`config.mk`:
```
export PLATFORM = sky130hd
export DESIGN_NAME = alu_cmd_sequencer
export DESIGN_NICKNAME = d
export VERILOG_FILES = /design/src/rtl/alu_cmd_sequencer.sv
export SDC_FILE = /design/constraint.sdc
export NUM_CORES = 1
export LEC_CHECK = 0
export ABC_AREA = 1
export CORE_ASPECT_RATIO = 0.75
export CORE_MARGIN = 2
export CORE_UTILIZATION = 45
export CTS_CLUSTER_SIZE = 24
export DETAILED_ROUTE_END_ITERATION = 12
export HOLD_SLACK_MARGIN = 0.08
export PLACE_DENSITY_LB_ADDON = 0.08
export RECOVER_POWER = 25
export SYNTH_ARGS = -nofsm -noshare
export SYNTH_HDL_FRONTEND = slang
export SYNTH_SLANG_ARGS = --single-unit
```
`constraint.sdc`:
```
create_clock -name clk -period 2.7 [get_ports clk]
set_clock_uncertainty 0.2 [all_clocks]
set_input_delay 0.675 -clock clk [delete_from_list [all_inputs] [get_ports clk]]
set_output_delay 0.675 -clock clk [all_outputs]
set_load 0.03 [all_outputs]
```
`src/rtl/alu_cmd_sequencer.sv`:
```
// Command FIFO feeding a multi-cycle external ALU, with result hold until the consumer accepts.
// Define ALU_SEQ_OPCHECK_EN to drop commands whose op is not one-hot (err pulse) instead of issuing them.
module alu_cmd_sequencer #(
  parameter int DEPTH    = 4,
  parameter int WAIT_CYC = 2
) (
  input  logic       clk,
  input  logic       rst,
  input  logic       cmd_valid,
  output logic       cmd_ready,
  input  logic [7:0] cmd_a,
  input  logic [7:0] cmd_b,
  input  logic [6:0] cmd_op,
  output logic       alu_on,
  output logic [2:0] alu_in_sel,
  output logic [7:0] alu_num1,
  output logic [7:0] alu_num2,
  output logic [6:0] alu_out_sel,
  input  logic [7:0] alu_out,
  output logic       res_valid,
  input  logic       res_ready,
  output logic [7:0] res_data,
  output logic [6:0] res_op,
  output logic [1:0] state,
  output logic       err
);

  localparam int AW  = (DEPTH > 1) ? $clog2(DEPTH) : 1;
  localparam int CW  = AW + 1;
  localparam int WCW = $clog2(WAIT_CYC + 1);

  typedef enum logic [1:0] {
    S_IDLE  = 2'b00,
    S_ISSUE = 2'b01,
    S_WAIT  = 2'b10,
    S_RESP  = 2'b11
  } state_t;

  // Handshakes: cmd transfers on a rising edge where cmd_valid && cmd_ready;
  // res transfers on a rising edge where res_valid && res_ready.
  state_t          r_state, w_next_state;
  logic [22:0]     r_mem [DEPTH];
  logic [AW-1:0]   r_wr_ptr, r_rd_ptr;
  logic [CW-1:0]   r_count;
  logic [WCW-1:0]  r_wait_cnt;
  logic            r_alu_on;
  logic [2:0]      r_alu_in_sel;
  logic [7:0]      r_num1, r_num2, r_res_data;
  logic [6:0]      r_out_sel, r_res_op;
  logic            w_push, w_pop, w_issue, w_op_ok, w_wait_last;
  logic [22:0]     w_head;

  assign cmd_ready   = (r_count < CW'(DEPTH));
  assign w_push      = cmd_valid && cmd_ready;
  assign w_pop       = (r_state == S_IDLE) && (r_count != '0);
  assign w_head      = r_mem[r_rd_ptr];
  assign w_wait_last = (r_wait_cnt == WCW'(WAIT_CYC - 1));
  assign w_issue     = w_pop && w_op_ok;

`ifdef ALU_SEQ_OPCHECK_EN
  logic r_err;
  assign w_op_ok = (w_head[6:0] != 7'h00) && ((w_head[6:0] & (w_head[6:0] - 7'h01)) == 7'h00);
  assign err     = r_err;
  always_ff @(posedge clk or negedge rst) begin
    if (!rst) r_err <= 1'b0;
    else      r_err <= w_pop && !w_op_ok;
  end
`else
  assign w_op_ok = 1'b1;
  assign err     = 1'b0;
`endif

  always_ff @(posedge clk) begin
    if (w_push) r_mem[r_wr_ptr] <= {cmd_op, cmd_b, cmd_a};
  end

  always_comb begin
    w_next_state = r_state;
    case (r_state)
      S_IDLE:  if (w_issue) w_next_state = S_ISSUE;
      S_ISSUE: w_next_state = S_WAIT;
      S_WAIT:  if (w_wait_last) w_next_state = S_RESP;
      S_RESP:  if (res_ready) w_next_state = S_IDLE;
      default: w_next_state = S_IDLE;
    endcase
  end

  // ALU controls are registered from the next state so they line up with the state they belong to.
  always_ff @(posedge clk or negedge rst) begin
    if (!rst) begin
      r_state      <= S_IDLE;
      r_wr_ptr     <= '0;
      r_rd_ptr     <= '0;
      r_count      <= '0;
      r_wait_cnt   <= '0;
      r_alu_on     <= 1'b0;
      r_alu_in_sel <= 3'b000;
      r_num1       <= 8'h00;
      r_num2       <= 8'h00;
      r_out_sel    <= 7'h00;
      r_res_data   <= 8'h00;
      r_res_op     <= 7'h00;
    end else begin
      r_state      <= w_next_state;
      r_alu_on     <= (w_next_state == S_ISSUE) || (w_next_state == S_WAIT);
      r_alu_in_sel <= (w_next_state == S_ISSUE) ? 3'b010 : 3'b100;
      if (w_push) r_wr_ptr <= r_wr_ptr + 1'b1;
      if (w_pop)  r_rd_ptr <= r_rd_ptr + 1'b1;
      case ({w_push, w_pop})
        2'b10:   r_count <= r_count + 1'b1;
        2'b01:   r_count <= r_count - 1'b1;
        default: r_count <= r_count;
      endcase
      if (w_issue) begin
        r_num1    <= w_head[7:0];
        r_num2    <= w_head[15:8];
        r_out_sel <= w_head[22:16];
      end
      if ((r_state == S_WAIT) && !w_wait_last) r_wait_cnt <= r_wait_cnt + 1'b1;
      else                                     r_wait_cnt <= '0;
      if ((r_state == S_WAIT) && w_wait_last) begin
        r_res_data <= alu_out;
        r_res_op   <= r_out_sel;
      end
    end
  end

  assign alu_on      = r_alu_on;
  assign alu_in_sel  = r_alu_in_sel;
  assign alu_num1    = r_num1;
  assign alu_num2    = r_num2;
  assign alu_out_sel = r_out_sel;
  assign res_valid   = (r_state == S_RESP);
  assign res_data    = r_res_data;
  assign res_op      = r_res_op;
  assign state       = r_state;

endmodule

```
==> run metrics <==
combinational fraction of design power 38.1%; Root Buffer clkbuf_16; XOR/XNOR share of the synthesized area less than 1%; worst vdd ir roughly 540 uV; CP Data Required Time 1820 ps; routed len/inst between 10 and 15 um; DR vias/cell between 4 and 5; antenna diode count 0; total CTS buffers 17; Fill cells roughly 1,100; register area share after synthesis 67.2%; Max-cap violations 0; Post-Synthesis Cell Area approximately 0.0060 mm^2; depth of the worst hold-timing path 1; Post-route DRC 0; Hold Crit Class reg2reg; core area 0.0131 mm^2; Max Slew Vio Count 0; DRT iter0 DRCs between 200 and 300; PD cells roughly 1100 mW/mm^2; R2R Path Start state[1]; clk slew on worst S/H paths about 60 ps; cell family with most CP delay buffers and inverters; Rel. slew slack ~7.8%; largest cells by area after synthesis edfxtp_1, dfrtp_1, nand2_1, inv_1, nand3_1; Post-Synth Simple-Gate Area around 18%; Synth Register Bits between 100 and 150; Post-CTS Hold Fix Bufs 0; Psw 3260 uW; worst-path maximum fanout 5; mux contribution to synthesized area 0%; gpl congestion around 0.78; met1 usage a little over a quarter; GRT Util Overall between 10% and 20%; clk sinks between 100 and 150; DP Area roughly 0.007 mm^2; main combinational cell family by area after synthesis simple AND/OR/NAND/NOR gates; area growth from synthesis to layout 25.7%; fin worst setup slack 114 ps; switch share ~37%; grt met2 use between 20 and 30%; Yosys cell types 24; crit end category output port; CTS tree done; Yosys top cell area share ~46%; Total Nets Final between 700 and 800; power share of the clock group 25.7%; post_cts resized 0; pre-CTS setup slack approximately 290 ps; die width around 140 um; Worst-Margin Slew approximately 1400 ps; first-pass GRT wire length approximately 20 mm; post-synthesis adder-cell area fraction 1.78%; Post-DP HPWL about 8.0 mm; Tmin final between 2000 and 3000 ps; status complete, no violations; Hold Path Origin r_wait_cnt[0]; IO Count just over 80; # setup viols final 0; synthesized area per cell roughly 10 um^2; Worst path max stage delay just under 700 ps; worst-skew pair later-pin latency 410 ps; Ys Warns 0; DRT Wirelength 12.4 mm; M3 GR Usage approximately 4.4%; Die ar. around 0.014 mm^2; H-tree depth 4; area leader, netlist edfxtp_1; DRT antenna net count 0; Max Fclk ~390 MHz; Final Cell Area approximately 0.0076 mm^2; Worst Path Buf+Inv 2; RSZ-0062 raised after global routing no; Setup CP Type reg2out; Vert. Die Dim 104 um; Pre-antenna DRT Iters 4; Pint about 5500 uW; Initial Util between 40% and 50%; Worst Setup SP state[1]; Flop pwr share around 36%; gr busiest metal met2; compound-cell area share of the yosys netlist about 2.0%; crit-path cells nand2_1 > inv_1 > clkdlybuf4s50_1; initial antenna violation count 0; Vias 3,999; final worst-path cycle share 95.8%; worst path arrival time 1710 ps; port buffer count about 80; Post-Syn Instances roughly 600; Worst Setup Start Kind flip-flop; slowest stage cell, crit path clkdlybuf4s50_1; fraction of layout cells with a size suffix above 1 under 10%; total chip power 8740 uW; path depth of the worst reg2reg path 9; setup TNS 0 ps; final-report hold violation count 0; P_leak between 0.003 and 0.004 uW; total gr overflow 0; largest net degree at the start of global routing 53; setup bufs post-CTS 0; Stages on worst setup path 3; row count 36; clk buf depth 2; vias in the first global route 3,925
[Yosys cell counts (all sizes together)]
cell    instances
nand2         210
inv           129
edfxtp         92
dfrtp          52
nand3          49
buf            23
o21ai          18
nor2            8
ha              7
xor2            3
a21oi           2
clkbuf          1
conb            1
fa              1
nand3b          1
o211ai          1
xnor2           1
[worst register-to-register path, cell delays in order, from the launching register on]
cell	delay, ps
dfrtp_1	430
inv_2	100
nand2_1	110
a21oi_4	150
ha_1	180
inv_1	70
fa_1	380
nand2_1	80
nand3_1	80
xor2_1	140
[registers in the layout (all words and copies together), names as in the netlist, 2 cells and up]
| name | cells |
|---|---|
| r_wr_ptr | 2 |
| alu_out_sel | 7 |
| res_op | 7 |
| r_rd_ptr | 2 |
| r_wait_cnt | 2 |
| alu_num1 | 8 |
| res_data | 8 |
| r_mem | 92 |
| alu_in_sel | 2 |
| alu_num2 | 8 |
| state | 2 |
| r_count | 3 |
[per-stage QoR]
stage / util, % / std cells / hold slack (ps)
floorplan: - / 600 / 179
global placement: 53.9 / 843 / 221
global route: 58.2 / 875 / 275
CTS: 58.2 / 875 / 223
detailed placement: 53.9 / 843 / 228
finish: 58.2 / 875 / 244
[cell type report]
class / count / area [um^2] / share of cell area [%]
sequential: 144 / 4060 / 53.5
multi-input combinational: 303 / 1360 / 17.9
timing repair buffer: 96 / 911 / 12.0
inverter: 129 / 484 / 6.37
clock buffer: 21 / 450 / 5.92
tap: 171 / 214 / 2.81
clock inverter: 11 / 116 / 1.53
[power by group through the flow]
stage               Sequential (uW)  Clock (uW)  Combinational (uW)
finish                         3170        2240                3330
global route                   3230        2390                3720
CTS                            3170        2280                3380
detailed placement             3210           0                3360
global placement               3190           0                3300
floorplan                      3770           0                1620
[cell usage in the layout (no fill, tap or decap), drive strengths merged]
cell	Yosys	final
nand2	210	210
inv	129	129
edfxtp	92	92
clkdlybuf4s50	0	70
dfrtp	52	52
nand3	49	49
clkbuf	1	22
o21ai	18	18
buf	23	17
dlygate4sd3	0	8
nor2	8	8
ha	7	7
clkinv	0	5
clkinvlp	0	4
xor2	3	3
conb	1	2
bufinv	0	2
a21oi	2	2
o211ai	1	1
nand3b	1	1
xnor2	1	1
fa	1	1
[layer usage]
metal	vias to the layer above	routed length [um]
li1	2021	-
met1	1837	5880
met2	122	5490
met3	19	799
met4	0	208
met5	-	0
[final timing paths]
path | endpoint | slack, ps
setup / recovery | res_valid | 110
hold / removal | r_wait_cnt[0] | 240
setup reg to reg | r_count[2] | 680
hold reg to reg | r_wait_cnt[0] | 240
max in group asynchronous | res_op[6] | 1010
min in group asynchronous | alu_num2[4] | 460
[cell families (layout without fill, tap and decap cells)]
group,count (synthesis),in the layout
xor+xnor,4,4
other cells,1,2
fa+ha+maj,8,8
simple gates,268,268
buf+inv,153,257
flops,144,144
compound gates,21,21
Power figures use the tool's default switching activity.
